[config.mk]
export PLATFORM = sky130hd
export DESIGN_NAME = fifo_rd_stream
export DESIGN_NICKNAME = d
export VERILOG_FILES = /design/src/rtl/fifo_rd_stream.sv
export SDC_FILE = /design/constraint.sdc
export NUM_CORES = 1
export LEC_CHECK = 0
export BUFFER_PORTS_ARGS = -buffer_cell sky130_fd_sc_hd__buf_2
export CAP_MARGIN = 10
export CORE_AREA = 3 3 49 51
export CTS_BUF_LIST = sky130_fd_sc_hd__clkbuf_16
export DETAILED_ROUTE_END_ITERATION = 12
export DIE_AREA = 0 0 52 54
export GPL_TIMING_DRIVEN = 0
export PLACE_DENSITY = 0.71
export SYNTH_ARGS = -nofsm -noshare
export SYNTH_HDL_FRONTEND = slang
export SYNTH_SLANG_ARGS = --single-unit
[constraint.sdc]
create_clock -name clk -period 1.6 [get_ports clk]
set_input_delay 0.08 -clock clk [delete_from_list [all_inputs] [get_ports clk]]
set_output_delay 0.08 -clock clk [all_outputs]
set_load 0.01 [all_outputs]
[src/rtl/fifo_rd_stream.sv]
// rtl/fifo_rd_stream.sv - FIFO pop interface to first-word-fall-through valid/ready stream
// Two-entry registered skid buffer; supports memory read latency 0 or 1.
module fifo_rd_stream #(
  parameter int DWIDTH = 8,
  parameter int RD_LAT = 0
) (
  input  logic              clk,
  input  logic              rstn,
  input  logic              fifo_empty,
  input  logic [DWIDTH-1:0] fifo_dout,
  output logic              fifo_rden,
  input  logic              flush,
  output logic              m_valid,
  input  logic              m_ready,
  output logic [DWIDTH-1:0] m_data,
  output logic [1:0]        level
);

  generate
    if (RD_LAT != 0 && RD_LAT != 1) begin : g_bad_rd_lat
      $error("fifo_rd_stream: RD_LAT must be 0 or 1");
    end
  endgenerate

  logic [1:0]        held;
  logic              inflight;
  logic              pop;
  logic              cap;
  logic [2:0]        used_after;
  logic [DWIDTH-1:0] head;
  logic [DWIDTH-1:0] tail;

  assign pop        = m_valid & m_ready;
  assign used_after = {1'b0, held} + {2'b00, inflight} - {2'b00, pop};
  // m_ready reaches fifo_rden combinationally so a full buffer can refill while draining
  assign fifo_rden  = rstn & ~fifo_empty & ~flush & (used_after < 3'd2);

  generate
    if (RD_LAT == 1) begin : g_lat1
      always_ff @(posedge clk or negedge rstn) begin
        if (!rstn) inflight <= 1'b0;
        else       inflight <= fifo_rden;
      end
      // a word returning on the flush edge is dropped
      assign cap = inflight & ~flush;
    end else begin : g_lat0
      assign inflight = 1'b0;
      assign cap      = fifo_rden;
    end
  endgenerate

  always_ff @(posedge clk or negedge rstn) begin
    if (!rstn) begin
      held <= 2'd0;
      head <= '0;
      tail <= '0;
    end else if (flush) begin
      held <= 2'd0;
    end else if (pop && held == 2'd2) begin
      head <= tail;
      if (cap) tail <= fifo_dout;
      else     held <= 2'd1;
    end else if (pop) begin
      if (cap) head <= fifo_dout;
      else     held <= 2'd0;
    end else if (cap) begin
      if (held == 2'd0) begin
        head <= fifo_dout;
        held <= 2'd1;
      end else begin
        tail <= fifo_dout;
        held <= 2'd2;
      end
    end
  end

  always @(posedge clk) begin
    if (rstn && cap && !pop) assert (held != 2'd2);
  end

  assign m_valid = (held != 2'd0);
  assign m_data  = head;
  assign level   = held;

endmodule

==> impl_metrics.toml <==
[worst_setup_path]
critPathCaptureType = "flip-flop"
cpMaxStageDelayCell = "or4b_4"
crit_start = "level[1]"
rr_startpoint = "level[1]"
r2r_end = "m_data[5]"
r2r_cells = 4
worst-path-buf-inv = 1
cp_max_fo = 8
cpPeakStageDelay_ns = 0.50
critPathRequiredTime_ns = 1.73
cp_top_family = "simple AND/OR/NAND/NOR gates"
crit_type = "flip-flop to flip-flop"
crit_chain = "or4b_4, o22ai_4, buf_12, mux2_4"
cp.arrival_ns = 1.79
cp-start-kind = "flip-flop"
r2r_slack_ns = -0.07

[clocking]
clk_path_buf_depth = 2
clk_pin_slew_ns = 0.05
cts_tree = "yes"
clockRootBuffer = "clkbuf_16"
clkSinkCount = 18
numCtsBuffers = 3
htree_levels = 1
clk_latency_ns = 0.25

[synthesis]
netlist_area_um2 = 905
avgSynthCellArea_um2 = 13.3
seq_area_frac_synth_pct = 49.8
netlist_top_cells_area = "dfrtp_1, mux2_2, mux2_1"
ys_types = 21
yosys_warnings = 0
synth_seq_cells = 18
yosys.area.top_type = "dfrtp_1"
synthCells = 68
yosysTopAreaCellShare_pct = 49.8
synth.net_count = 81

[timing]
relSlewSlack_pct = 45.3
skew_ns = 0.00152
final_max_slew_viol_count = 0
setup_ws_ns = -0.0671
final.setup.tns_ns = -0.445
fmax_mhz = 600
hold_viol_final = 0
finalCritPeriodShare_pct = 104
rsz0062_at_grt = "true"
tightestPinTransition_ns = 0.817
setup_viol = 8
fin_crit_ns = 1.67
holdWs_ns = 0.0603

[final_layout]
layout.nets = 115
area_growth_pct = 36.5
diodes = 0
layout_commonest_cell = "buf_2"
final_cell_mix = "buf_2, dfrtp_1, mux2_2, mux2_4, mux2_1"
fillers = 162
drive_above_1_share_pct = 53.5

[routing]
drc_errors = 0
drt-vias-per-instance = 5.32
wl_per_cell_um = 15.2
ant_nets = 0
first_iter_violations = 2
wl_um = 1940
dr_total_vias = 681
dr.pass1.iters = 3

[run_status]
status = "complete, but fails checks"
failed_checks = "negative setup slack"

[global_route]
grt_antenna_before_repair = 0
grt_max_degree = 19
met2_usage_pct = 28.9
grt_pass1_wl_um = 3230
met3_usage_pct = 4.16
busiest_layer = "met2"
grt.overflow.total = 0
use_met1_pct = 18.0
grt_pass1_vias = 703
track_usage_pct = 16.1

[floorplanning]
rows = 16
die_x_um = 52
dieHeight_um = 54
initial_core_util_pct = 45.6
num_io_pins = 25
design.core.area_mm2 = 0.00198
dieArea_mm2 = 0.00281

[power]
power.total_mw = 1.36
leakagePower_nw = 0.598
powerDensity_mw_per_mm2 = 1100
ir_drop_v = 0.00106

[min_path]
whs_endpoint = "tail[1]"
hp-class = "input port to flip-flop"
whs_path_depth = 2
worstHoldStart = "fifo_dout[1]"

[place]
dpl.hpwl_um = 1320
port_buffers = 24
routabilityCongestion = 0.733

[job]
drv_cap = 0
## where the power goes
group	switching, mW	internal [mW]
registers	0.0473	0.547
logic	0.116	0.162
clock network	0.157	0.332
## synthesized netlist by cell type
library cell  number
and4_1             1
nor3_1             1
o21ai_0            1
nor2_1             1
a21o_1             1
mux2_1             8
inv_1              2
o22ai_4            1
nand2_1            1
dfrtp_1           18
or3b_1             2
nor2b_1            3
or4_1              1
or4b_4             1
nor3b_1            1
buf_2              2
a2111oi_0          2
nand2b_1           2
nand3b_1           1
mux2_2            16
a21oi_1            2
## sequential cells by signal, indices dropped and copies added (netlist names)
| register | flops |
|---|---|
| m_data | 8 |
| level | 2 |
| tail | 8 |
## per-layer routing
metal	share of wire [%]	wire, um
met3	6.4	125
met5	0	0
met4	2.3	44
met1	39	764
met2	52	1010
## timing repair
item / CTS / global route
hold buffers: 1 / 0
endpoints found under the setup margin: 16 / 16
gates resized for setup: 11 / 1
pin swaps: 2 / 1
buffers inserted: 1 / 4
endpoints found under the hold margin: 18 / 0
## stage by stage
stage               cells  area [um^2]  setup WS, ns  utilization [%]
floorplan              68          906       -0.0651                -
global placement      119         1060        -0.199             53.5
detailed placement    119         1060        -0.231             53.5
CTS                   124         1200        -0.110             60.5
global route          128         1230       -0.0977             62.3
finish                128         1230       -0.0671             62.3
## worst max-delay path by stage
stage / end / slack [ns] / depth (start not counted)
3_5_place_dp: m_data[4] / -0.23 / 4
2_1_floorplan: m_data[0] / -0.07 / 3
5_1_grt: m_data[5] / -0.1 / 4
3_3_place_gp: m_data[5] / -0.20 / 4
6_report: m_data[5] / -0.07 / 4
4_1_cts: m_data[5] / -0.11 / 4
## final cells by class
| type | count | area (um^2) | area share, % |
|---|---|---|---|
| multi-input cells | 46 | 474 | 38.4 |
| flip-flops and latches | 18 | 453 | 36.7 |
| repair buffers | 30 | 180 | 14.6 |
| clock buffers | 3 | 75.1 | 6.08 |
| well taps | 27 | 33.8 | 2.74 |
| plain buffers | 1 | 7.51 | 0.608 |
| inverters | 2 | 7.51 | 0.608 |
| clock inverters | 1 | 3.75 | 0.304 |
## worst register-to-register path, cell delays in order (launching register included)
cell	delay [ns]
dfrtp_2	0.44
or4b_4	0.50
o22ai_4	0.14
buf_12	0.16
mux2_4	0.31
## logic make-up after synthesis
family,count (synthesis),synth area share [%]
AO/OA/AOI/OAI,7,6.64
multiplexers,24,29.9
flip-flops,18,49.8
AND/OR/NAND/NOR,15,11.8
buffers and inverters,4,1.94
Note: power is estimated with default switching activity, not from simulation.
